<file path="src/rtl/block_stream_emitter_pkg.sv">
// Shared definitions for the begin/end keyword stream emitter and its
// companion block-balance checker.
//   - Command encodings (OPEN/CLOSE/SPACE/FLUSH)
//   - ASCII constants for the keyword letters and the separator
//   - Emitter FSM state encoding
//   - Case helper used by the word ROM
package block_stream_emitter_pkg;

  typedef enum logic [1:0] {
    CMD_OPEN  = 2'b00,
    CMD_CLOSE = 2'b01,
    CMD_SPACE = 2'b10,
    CMD_FLUSH = 2'b11
  } cmd_e;

  typedef enum logic {
    IDLE = 1'b0,
    EMIT = 1'b1
  } state_e;

  localparam logic [7:0] C_b     = 8'h62;
  localparam logic [7:0] C_e     = 8'h65;
  localparam logic [7:0] C_g     = 8'h67;
  localparam logic [7:0] C_i     = 8'h69;
  localparam logic [7:0] C_n     = 8'h6E;
  localparam logic [7:0] C_d     = 8'h64;
  localparam logic [7:0] C_space = 8'h20;

  // Distance between lowercase and uppercase ASCII letters.
  localparam logic [7:0] CASE_SHIFT = 8'd32;

  // Longest word is "begin"+SEP = 6 chars, so 3 index bits suffice.
  localparam int unsigned IDX_W = 3;

  function automatic logic [7:0] to_case(input logic [7:0] c, input logic upper);
    return upper ? (c - CASE_SHIFT) : c;
  endfunction

endpackage

</file>
<file path="src/rtl/block_stream_emitter_rom.sv">
// block_word_rom: combinational character table for the emitter.
//   kind_i  : latched command (FLUSH emits the same word as CLOSE)
//   idx_i   : character position within the word
//   upper_i : 1 = letters shifted to uppercase (separator never shifted)
//   char_o  : character at idx_i
//   last_o  : idx_i addresses the final character (the separator)
module block_word_rom
  import block_stream_emitter_pkg::*;
#(
  parameter logic [7:0] SEP_CHAR = 8'd32
) (
  input  cmd_e             kind_i,
  input  logic [IDX_W-1:0] idx_i,
  input  logic             upper_i,
  output logic [7:0]       char_o,
  output logic             last_o
);

  logic [7:0] letter;
  logic       is_letter;

  always_comb begin
    letter    = '0;
    is_letter = 1'b0;
    last_o    = 1'b0;
    unique case (kind_i)
      CMD_OPEN: begin
        is_letter = 1'b1;
        case (idx_i)
          3'd0:    letter = C_b;
          3'd1:    letter = C_e;
          3'd2:    letter = C_g;
          3'd3:    letter = C_i;
          3'd4:    letter = C_n;
          default: begin
            is_letter = 1'b0;
            last_o    = 1'b1;
          end
        endcase
      end
      CMD_CLOSE, CMD_FLUSH: begin
        is_letter = 1'b1;
        case (idx_i)
          3'd0:    letter = C_e;
          3'd1:    letter = C_n;
          3'd2:    letter = C_d;
          default: begin
            is_letter = 1'b0;
            last_o    = 1'b1;
          end
        endcase
      end
      CMD_SPACE: begin
        last_o = 1'b1;
      end
    endcase
    char_o = is_letter ? to_case(letter, upper_i) : SEP_CHAR;
  end

endmodule

</file>
<file path="src/rtl/block_stream_emitter.sv">
// block_stream_emitter: command-driven generator of begin/end keyword text,
// one ASCII character per cycle, tracking nesting depth so the stream never
// contains an unmatched "end".
//   clk, reset      : rising-edge clock, asynchronous active-high reset
//   cmd_valid/cmd   : command in (00 OPEN, 01 CLOSE, 10 SPACE, 11 FLUSH)
//   cmd_upper       : letters of this command emitted in uppercase
//   cmd_ready       : command accepted this cycle (high only in IDLE)
//   out_char/valid  : character stream out, held stable while stalled
//   out_ready       : sink consumes out_char this cycle
//   depth/balanced  : open-block count and depth==0
//   err             : one-cycle pulse after a rejected command
module block_stream_emitter
  import block_stream_emitter_pkg::*;
#(
  parameter int unsigned DEPTH_W  = 8,
  parameter logic [7:0]  SEP_CHAR = 8'd32
) (
  input  logic               clk,
  input  logic               reset,
  input  logic               cmd_valid,
  input  logic [1:0]         cmd,
  input  logic               cmd_upper,
  output logic               cmd_ready,
  output logic [7:0]         out_char,
  output logic               out_valid,
  input  logic               out_ready,
  output logic [DEPTH_W-1:0] depth,
  output logic               balanced,
  output logic               err
);

  state_e             state_q, state_d;
  cmd_e               kind_q, kind_d;
  logic               upper_q, upper_d;
  logic [IDX_W-1:0]   idx_q, idx_d;
  logic [DEPTH_W-1:0] depth_q, depth_d;
  logic               err_q, err_d;

  cmd_e               cmd_in;
  logic               cmd_fire;
  logic               char_fire;
  logic               start_emit;
  logic [7:0]         rom_char;
  logic               rom_last;

  assign cmd_in    = cmd_e'(cmd);
  assign cmd_ready = (state_q == IDLE);
  assign out_valid = (state_q == EMIT);
  assign cmd_fire  = cmd_valid & cmd_ready;
  assign char_fire = out_valid & out_ready;

  block_word_rom #(
    .SEP_CHAR (SEP_CHAR)
  ) u_rom (
    .kind_i  (kind_q),
    .idx_i   (idx_q),
    .upper_i (upper_q),
    .char_o  (rom_char),
    .last_o  (rom_last)
  );

  // Output is a function of registered state only, so the first character
  // appears the cycle after acceptance and holds while idx_q is stalled.
  assign out_char = out_valid ? rom_char : '0;
  assign depth    = depth_q;
  assign balanced = (depth_q == '0);
  assign err      = err_q;

  always_comb begin
    state_d    = state_q;
    kind_d     = kind_q;
    upper_d    = upper_q;
    idx_d      = idx_q;
    depth_d    = depth_q;
    err_d      = 1'b0;
    start_emit = 1'b0;

    unique case (state_q)
      IDLE: begin
        if (cmd_fire) begin
          unique case (cmd_in)
            CMD_OPEN: begin
              if (depth_q == '1) begin
                err_d = 1'b1;
              end else begin
                depth_d    = depth_q + DEPTH_W'(1);
                start_emit = 1'b1;
              end
            end
            CMD_CLOSE: begin
              if (depth_q == '0) begin
                err_d = 1'b1;
              end else begin
                depth_d    = depth_q - DEPTH_W'(1);
                start_emit = 1'b1;
              end
            end
            CMD_SPACE: begin
              start_emit = 1'b1;
            end
            CMD_FLUSH: begin
              // Nothing open: consumed silently, not an error.
              start_emit = (depth_q != '0);
            end
          endcase
          if (start_emit) begin
            state_d = EMIT;
            kind_d  = cmd_in;
            upper_d = cmd_upper;
            idx_d   = '0;
          end
        end
      end
      EMIT: begin
        if (char_fire) begin
          if (rom_last) begin
            if (kind_q == CMD_FLUSH) begin
              // FLUSH closes one block per "end"+SEP group and loops the
              // same word until the last open block is closed.
              depth_d = depth_q - DEPTH_W'(1);
              idx_d   = '0;
              if (depth_q == DEPTH_W'(1)) begin
                state_d = IDLE;
              end
            end else begin
              state_d = IDLE;
            end
          end else begin
            idx_d = idx_q + IDX_W'(1);
          end
        end
      end
    endcase
  end

  always_ff @(posedge clk or posedge reset) begin
    if (reset) begin
      state_q <= IDLE;
      kind_q  <= CMD_OPEN;
      upper_q <= 1'b0;
      idx_q   <= '0;
      depth_q <= '0;
      err_q   <= 1'b0;
    end else begin
      state_q <= state_d;
      kind_q  <= kind_d;
      upper_q <= upper_d;
      idx_q   <= idx_d;
      depth_q <= depth_d;
      err_q   <= err_d;
    end
  end

endmodule
</file>
<file path="config.mk">
export PLATFORM = sky130hd
export DESIGN_NAME = block_stream_emitter
export DESIGN_NICKNAME = d
export VERILOG_FILES = /design/src/rtl/block_stream_emitter_pkg.sv /design/src/rtl/block_stream_emitter_rom.sv /design/src/rtl/block_stream_emitter.sv
export SDC_FILE = /design/constraint.sdc
export NUM_CORES = 1
export LEC_CHECK = 0
export ABC_AREA = 0
export ABC_CLOCK_PERIOD_IN_PS = 3200
export CAP_MARGIN = 25
export CORE_UTILIZATION = 52
export CTS_CLUSTER_DIAMETER = 80
export DETAILED_ROUTE_END_ITERATION = 7
export GPL_ROUTABILITY_DRIVEN = 1
export GPL_TIMING_DRIVEN = 1
export MAX_ROUTING_LAYER = met4
export PLACE_DENSITY_LB_ADDON = 0.15
export SYNTH_ARGS = -nofsm -noshare
export SYNTH_HDL_FRONTEND = slang
export SYNTH_HIERARCHICAL = 1
export SYNTH_SLANG_ARGS = --single-unit
</file>
<file path="constraint.sdc">
create_clock -name clk -period 3.2 [get_ports clk]
set_input_delay 0.64 -clock clk [delete_from_list [all_inputs] [get_ports clk]]
set_output_delay 0.64 -clock clk [all_outputs]
set_load 0.1 [all_outputs]
</file>
**Word-level counts from Yosys, hierarchy flattened**

Cells that the tools add are included.

- Bits in registers: 16

- $add $sub $neg: 4
- Equality and inequality tests: 21
- Multiplexer cells: 43
- Bitwise operators: 3
- Reductions and logical operators: 11

Operator list:

| operator | number |
|---|---|
| $mux W8 | 9 |
| $pmux W8 S2 | 3 |
| $pmux W7 S5 | 1 |
| $pmux W7 S3 | 1 |
| $mux W1 | 18 |
| $mux W3 | 5 |
| $ne A2 B1 Y1 const B | 5 |
| $add A8 B1 Y8 const B | 1 |
| $eq A2 B2 Y1 const B | 4 |
| $eq A8 B1 Y1 const B | 1 |
| $eq A8 B8 Y1 const B | 1 |
| $logic_not A8 Y1 | 1 |
| $reduce_bool A8 Y1 | 1 |
| $sub A8 B1 Y8 const B | 1 |
| $sub A8 B6 Y8 const B | 1 |
| $reduce_and A7 Y1 | 1 |
| $eq A3 B2 Y1 const B | 2 |
| $ne A3 B3 Y1 const B | 2 |
| $pmux W1 S2 | 3 |
| $pmux W3 S2 | 1 |
| $reduce_or A5 Y1 | 1 |
| $eq A2 B1 Y1 const B | 2 |
| $logic_not A2 Y1 | 2 |
| $pmux W1 S4 | 1 |
| 13 further kinds | 14 |

**Depth between registers and ports, before layout**

Gate-level depths: netlist of the first run.

- Word-level depth: 8
- Depth in mapped cells: 8

**Modules after synthesis**

The synthesis of the first run kept the hierarchy.

By module, submodules not included:

| module | instances | cells each | area an instance (um^2) |
|---|---|---|---|
| block_stream_emitter | 1 | 113 | 1029.7 |
| block_word_rom | 1 | 30 | 210.2 |

**Worst setup path after synthesis of the first run**

OpenSTA, ideal clock, no wires.

- Path kind: register -> output
- From: reg state_q (netlist: out_valid)
- To: out out_char[0]
- Data arrival time: 2.117 ns
- Slack: 0.443 ns
- Stages on the path, launching flop included: 4
- Cell sequence: dfrtp_1 -> buf_6 -> clkbuf_1 -> and2_1

- Word-level cells in the longest chain between the ends: 1

RTL lines:

| element | line | RTL |
|---|---|---|
| from (decl) | block_stream_emitter.sv:32 | `state_e state_q, state_d;` |
| from (signal assigned) | block_stream_emitter.sv:145 | `state_q <= state_d;` |
| $mux W8 | block_stream_emitter.sv:64 | `assign out_char = out_valid ? rom_char : '0;` |
| to (decl) | block_stream_emitter.sv:24 | `output logic [7:0] out_char,` |

Every way passes these cells.

**Worst setup path in the final report of the first run**

- From: reg kind_q[0]
- To: out out_char[5]

- Word-level cells in the longest chain between the ends: 7

RTL lines:

| element | line | RTL |
|---|---|---|
| from (decl) | block_stream_emitter.sv:33 | `cmd_e kind_q, kind_d;` |
| from (signal assigned) | block_stream_emitter.sv:146 | `kind_q <= kind_d;` |
| $eq A2 B2 Y1 or $eq A2 B1 Y1 (tied branches) | block_stream_emitter_rom.sv:26 | `unique case (kind_i)` |
| $reduce_or A2 Y1 | block_stream_emitter_rom.sv:26 |  |
| $pmux W8 S2 | block_stream_emitter_rom.sv:26 |  |
| $sub A8 B6 Y8 | block_stream_emitter_pkg.sv:36 | `return upper ? (c - CASE_SHIFT) : c;` |
| $mux W8 | block_stream_emitter_pkg.sv:36 |  |
| $mux W8 * | block_stream_emitter_rom.sv:57 | `char_o = is_letter ? to_case(letter, upper_i) : SEP_CHAR;` |
| named net rom_char[5] | block_stream_emitter.sv:43 | `logic [7:0] rom_char;` |
| $mux W8 * | block_stream_emitter.sv:64 |  |

The timed path passes the listed nets; every way through them passes the cells marked *.

==> metrics.md, run 1 <==
| Metric | Value |
|---|---|
| Crit path buffers/inverters | 1 |
| First DRT Iteration DRCs | 19 |
| CP max stage cell | dfrtp_1 |
| H-tree Lvls | 1 |
| Finished Cell Area | 1470 sq um |
| Worst-Skew Late Latency | 0.30 ns |
| Die area | 2580 sq um |
| Vias in the first global route | 1,053 |
| CTS root buf | clkbuf_4 |
| Worst R2R End | depth[7] |
| Status | complete, no violations |
| # resized after CTS | 0 |
| GPL Wtd Cong | 0.814 |
| Antenna Nets Post-Route | 0 |
| Initial core utilization | 55.5% |
| Critical path type | flop to primary output |
| Area after DPL | 1440 sq um |
| Initial DRT Pass Iterations | 5 |
| Post-route insts no fill | 193 |
| Synth Area in Compound Gates | 16.1% |
| Headroom to the max-slew limit | 36.9% |
| Cell taking the most area after synthesis | dfrtp_1 |
| RSZ-0062 raised after global routing | false |
| Synth area leaders | dfrtp_1 (32%), ha_1 (6.1%), nand2_1 (5.1%), xor2_1 (4.2%), and2_1 (4.0%) |
| Worst Path Max Fanout | 11 |
| Clock transition at the registers of the reported paths | 0.10 ns |
| Worst R2R Setup Slack | 0.91 ns |
| Total number of vias | 1,140 |
| Post-Synth Simple-Gate Area | 28.7% |
| Largest family of logic cells by synthesized area | simple AND/OR/NAND/NOR gates |
| Synthesized netlist cell count | 143 |
| Via-per-instance ratio | 5.91 |
| Post-synth cell types | 44 |
| # Post-CTS Setup Buffers | 0 |
| Final Max Tran Viols | 0 |
| Worst setup EP type | primary output |
| N_diodes | 0 |
| Met2 Resource Use GR | 47.1% |
| I/O pins | 27 |
| Post-synthesis adder-cell area fraction | 6.05% |
| Worst Hold Path EP | depth[7] |
| First-pass GRT wire length | 4.62 mm |
| Syn Nets | 156 |
| Delay-heaviest family, CP | compound AO/OA/AOI/OAI gates |
| Placed Cells | 189 |
| Post-layout nets | 179 |
| Ys Warns | 6 |
| Avg Cell Area, Syn | 8.67 sq um |
| Final Critical Period | 2.93 ns |
| DIE HEIGHT | 50.8 um |
| Initial antenna violation count | 0 |
| Tcrit/Tclk final | 91.4% |
| Synth async-reset ratio | 100% |
| Max Clock Skew | 0.00390 ns |
| Worst hold path class | flop to flop |
| HP Start | depth[7] |
| Routed WL | 2.72 mm |
| Pin count of the biggest net entering global routing | 20 |
| Least-Margin Pin Slew | 0.953 ns |
| Ys flop type | dfrtp_1 |
| Fin. Hold Viols | 0 |
| Layout area overhead | 18.9% |
| Top-area cell type share of the netlist area | 32.3% |
| Row cnt | 17 |
| # DRC | 0 |
| Share of layout cells above drive strength 1 | 20.0% |
| Max-cap violations | 0 |
| Clk sink count | 16 |
| Final setup viols | 0 |
| Post-synth EDFFs | 0 |
| Clock tree buffer depth | 2 |
| M3 GR Usage | 2.68% |
| Routed WL per cell | 14.1 um |
| GRT Residual Overflow | 0 |
| Mapped Area | 1240 sq um |
| Number of port buffers | 25 |
| Multiplexer area fraction after synthesis | 4.24% |
| Total track usage | 24.6% |
| Register area share after synthesis | 32.3% |
| Yosys reg bits | 16 |
| Met1 usage | 25.5% |
| Reg-to-reg critical path startpoint | kind_q[0] |
| Fin Setup TNS | 0 ns |
| TritonCTS clock tree | built |
| HPWL Detailed | 2.03 mm |
| WHS Path Cells | 1 |
| Layer with the highest usage | met2 |
| CTS Hold Bufs | 0 |
| Critical path data required time | 2.56 ns |
| Arrival @ worst endpoint | 2.29 ns |
| CP max stage delay | 0.52 ns |
| Reg2reg path depth | 6 |
| Core area | 2230 sq um |
| Startpoint Class | flop |
| Post-Synth XOR/XNOR Area | 5.65% |
| Fmax | 342 MHz |
| Chip width | 50.8 um |
| Critical path, cell by cell | a21boi_2, a211oi_1, ha_1, or2_1, and2_1, buf_4 |
| CTS Buf Count | 3 |
-- registers in the layout, summed over array words and instances, names as in the netlist --
register / cells
idx_q: 3
kind_q: 2
out_valid: 1
depth: 8
upper_q: 1
err: 1
-- cell type report --
class,instances,area (sq um)
clock buffer,4,36.3
timing repair buffer,25,215
sequential,16,400
inverter,8,30.0
multi-input combinational,112,757
fill,200,759
tap,28,35.0
-- placed cells by master (no fill, tap or decap), types with 2 or more instances in the layout --
master           netlist  final
buf_4                  3     18
nand2_1               17     17
dfrtp_1               16     16
nor2_1                11     11
inv_1                  8      8
and2_1                 8      8
a21oi_1                7      7
xor2_1                 6      6
ha_1                   6      6
clkdlybuf4s50_1        0      6
nand4_1                5      5
o21ai_0                5      5
nor3_1                 5      5
nand3_1                3      3
mux2i_1                3      3
clkbuf_4               0      3
nor4_1                 2      2
a22o_1                 2      2
or2_1                  2      2
xnor2_1                2      2
or3_1                  2      2
a31oi_1                2      2
a211oi_2               2      2
mux2_1                 2      2
-- worst reg2reg max path, stage by stage, from the launching register on --
cell	delay, ns
dfrtp_1	0.52
a21boi_2	0.23
a211oi_2	0.49
nand4_1	0.17
a22o_1	0.37
a211oi_2	0.29
xor2_1	0.16
-- through the flow --
step           hold slack, ns  setup slack (ns)  util [%]
3_3_place_gp            0.513             0.690      64.4
2_1_floorplan           0.488             0.443         -
6_report                0.535             0.274      66.0
5_1_grt                 0.585             0.175      66.0
4_1_cts                 0.538             0.269      66.0
3_5_place_dp            0.519             0.593      64.4
-- kinds of logic after synthesis --
logic type,after synthesis
and+or+nand+nor,64
AOI/OAI and AO/OA,28
DFF,16
buffers and inverters,15
xor gates and xnor gates,8
adders and majority gates,6
muxes,5
other,1
-- worst max-delay path by stage --
stage | from | end | slack [ns] | depth (start not counted)
global route | kind_q[0] | out_char[5] | 0.17 | 6
detailed placement | kind_q[0] | out_char[5] | 0.59 | 6
global placement | kind_q[0] | out_char[5] | 0.69 | 6
CTS | kind_q[0] | out_char[5] | 0.27 | 6
finish | kind_q[0] | out_char[5] | 0.27 | 6
floorplan | out_valid | out_char[0] | 0.44 | 3
-- cells in the mapped netlist (3+ instances only) --
cell type,instances
buf_4,3
o21ai_0,5
nand2_1,17
dfrtp_1,16
a21oi_1,7
mux2i_1,3
nand3_1,3
nor2_1,11
ha_1,6
nand4_1,5
nor3_1,5
xor2_1,6
inv_1,8
and2_1,8
-- routing by layer --
metal,wire [um],vias to the layer above,share of wire [%]
li1,-,546,-
met1,1030,549,38
met2,1540,40,56
met3,107,5,3.9
met4,43,0,1.6
met5,0,-,0
Power of run 1 is left out: the tool's default activity adds up to more than one toggle a clock period on the data nets, which glitch-free logic cannot reach.
==> inputs of run 2 (changes only) <==
Settings changed: CORE_MARGIN set to 3, SYNTH_HIERARCHICAL 1 to not set.
==> run 2 against run 1 <==
First-iteration DRC count rose by 110%. Register-to-register slack improved by 0.19 ns. Via count rose by 2.2%. Non-clock buffer count rose by 1. Routed wire length rose by 11%. Clock-buffer cell count did not move. Clock skew rose by 0.0034 ns. Area after synthesis rose by 6.8%. Critical path type unchanged.
==> metrics.md, run 2 <==
| Metric | Value |
|---|---|
| TritonCTS clock tree | built |
| Tcrit/Tclk final | 95.7% (+4.2 points) |
| Initial antenna violation count | 0 (unchanged) |
| Placed Cells | 193 (+2.1%) |
| Status | complete, no violations |
| Clk sink count | 16 (unchanged) |
| Critical path, cell by cell | inv_1, ha_1, nor3_2, nor3b_2, buf_4, a21oi_4, nand2b_4, nor2_1, buf_12 |
| CTS Buf Count | 3 (unchanged) |
| Final Critical Period | 3.06 ns (+0.136 ns) |
| First DRT Iteration DRCs | 39 (+20) |
| Worst Path Max Fanout | 8 (-3) |
| Post-synth EDFFs | 0 (unchanged) |
| Chip width | 56.5 um (+11%) |
| Most common cell after layout, fill and taps aside | dfrtp_1 |
| Synth area leaders | dfrtp_1 (30%), ha_1 (9.5%), xnor2_1 (5.3%), nor2_1 (4.8%), inv_1 (3.4%) |
| Initial DRT Pass Iterations | 4 (-1) |
| Pre-CTS WS | 0.431 ns (-0.162 ns) |
| Row cnt | 17 (unchanged) |
| Avg Cell Area, Syn | 9.01 sq um (+3.9%) |
| Die area | 3190 sq um (+23%) |
| Worst setup EP type | primary output |
| First-pass GRT wire length | 4.93 mm (+6.6%) |
| Clock transition at the registers of the reported paths | 0.10 ns (about the same) |
| Final Max Tran Viols | 0 (unchanged) |
| Critical path type | flop to primary output |
| CP max stage delay | 0.44 ns (-0.08 ns) |
| Routed wl met3 | 236 um (+120%) |
| Fmax | 327 MHz (-4.4%) |
| Layout area overhead | 26.9% |
| N_diodes | 0 (unchanged) |
| Synth async-reset ratio | 100% (unchanged) |
| GRT Residual Overflow | 0 (unchanged) |
| # DRC | 0 (unchanged) |
| Top-area cell type share of the netlist area | 30.2% (-2.0 points) |
| Initial core utilization | 57.1% (+1.6 points) |
| Routed WL | 3.04 mm (+11%) |
| Area after DPL | 1610 sq um (+12%) |
| Vias in the first global route | 1,036 (-1.6%) |
| CTS root buf | clkbuf_4 |
| Ys flop type | dfrtp_1 |
| Max-cap violations | 0 (unchanged) |
| CP max stage cell | dfrtp_1 |
| Count leader, synth | nor2_1 |
| Clock tree buffer depth | 2 (unchanged) |
| Max Clock Skew | 0.00731 ns (+0.00340 ns) |
| Syn Nets | 164 (+5.1%) |
| Final setup viols | 0 (unchanged) |
| Fillers | 180 (-10%) |
| Routed WL per cell | 15.3 um (+8.7%) |
| Synthesized netlist cell count | 147 (+2.8%) |
| Fin Setup TNS | 0 ns (unchanged) |
| Finished Cell Area | 1680 sq um (+14%) |
| Most frequent cells in the layout | dfrtp_1 (16), nor2_1 (14), buf_4 (13) |
| Ys Warns | 0 (-6) |
| Mapped Area | 1320 sq um (+6.8%) |
| Antenna Nets Post-Route | 0 (unchanged) |
| Via-per-instance ratio | 5.88 (-0.39%) |
| Headroom to the max-slew limit | 57.2% (+20 points) |
| Post-synth cell types | 48 (+9.1%) |
| Total track usage | 19.7% (-4.9 points) |
| DIE HEIGHT | 56.5 um (+11%) |
| Arrival @ worst endpoint | 2.42 ns (+0.13 ns) |
| Fin. Hold Viols | 0 (unchanged) |
| Critical path data required time | 2.56 ns (about the same) |
| Yosys reg bits | 16 (unchanged) |
| H-tree Lvls | 1 (unchanged) |
| Metal1 wirelength | 1.38 mm (+34%) |
| Pin count of the biggest net entering global routing | 17 (-15%) |
| Least-Margin Pin Slew | 0.641 ns (-0.312 ns) |
| Startpoint Class | flop |
| GPL Wtd Cong | 0.853 (+4.8%) |
| Share of layout cells above drive strength 1 | 28.8% (+8.8 points) |
| Total number of vias | 1,165 (+2.2%) |
| Worst hold path class | flop to flop |
| Met2 WL | 1.40 mm (-9.2%) |
| Max reg flops | 8 (unchanged) |
| Top Metal Used | met4 |
| Number of port buffers | 25 (unchanged) |
| Cell taking the most area after synthesis | dfrtp_1 |
| Synth top cells by count | nor2_1 (17), dfrtp_1 (16), inv_1 (12) |
| Post-layout nets | 188 (+5.0%) |
| Core area | 2320 sq um (+3.8%) |
| Worst-Skew Late Latency | 0.29 ns (about the same) |
| I/O pins | 27 (unchanged) |
| Register area share after synthesis | 30.2% (-2.0 points) |
| HPWL Detailed | 2.29 mm (+13%) |
| Post-route insts no fill | 198 (+2.6%) |
| Min setup slack post-route | 0.138 ns (-0.136 ns) |
[run 2: kinds of logic (layout without fill, tap and decap cells)]
group | Yosys count | count (layout) | share of synthesized area [%]
adders and majority gates | 10 | 10 | 9.45
xor gates and xnor gates | 8 | 8 | 5.29
buffers and inverters | 19 | 42 | 6.62
DFF | 16 | 16 | 30.2
muxes | 5 | 5 | 4.06
other | 1 | 1 | 0.283
and+or+nand+nor | 57 | 57 | 24.8
AOI/OAI and AO/OA | 31 | 31 | 19.3
[run 2: worst max-delay path, delay by kind of cell, from the launching register on]
kind | cells | cell delay (ns)
DFF | 1 | 0.44
adders and majority gates | 1 | 0.29
AOI/OAI and AO/OA | 1 | 0.24
buffers and inverters | 3 | 0.44
and+or+nand+nor | 4 | 0.73
[run 2: final timing paths]
path                       startpoint           to  slack (ns)  cells after the start
setup / recovery             idx_q[0]  out_char[2]        0.14                      9
hold / removal                upper_q      upper_q        0.55                      1
setup reg to reg             idx_q[0]     depth[6]        1.10                      7
hold reg to reg               upper_q      upper_q        0.55                      1
max in group asynchronous       reset     depth[7]        2.06                      2
min in group asynchronous       reset     depth[3]        0.72                      2
[run 2: final cells by class]
type	count	area (sq um)	area share (%)
Sequential cell	16	400	23.8
Clock buffer	4	36.3	2.16
Inverter	12	45.0	2.68
Tap cell	28	35.0	2.08
Multi-Input combinational cell	112	866	51.5
Timing Repair Buffer	26	298	17.7
[run 2: layer usage]
metal	vias to the layer above	track usage (%)
met1	551	26.4
met2	48	30.7
met5	-	-
met4	0	2.71
li1	562	-
met3	4	5.29
[run 2: timing repair]
action,CTS,global route
gates resized for setup,0,7
hold buffers,0,0
setup endpoints to repair,0,6
setup buffers,0,1
hold endpoints to repair,0,0
[run 2: stage by stage]
stage / hold WS, ns / util, %
3_5_place_dp: 0.542 / 69.4
2_1_floorplan: 0.494 / -
4_1_cts: 0.565 / 71.0
6_report: 0.554 / 72.5
5_1_grt: 0.591 / 72.5
3_3_place_gp: 0.518 / 69.4
Power of run 2 is left out for the same reason.
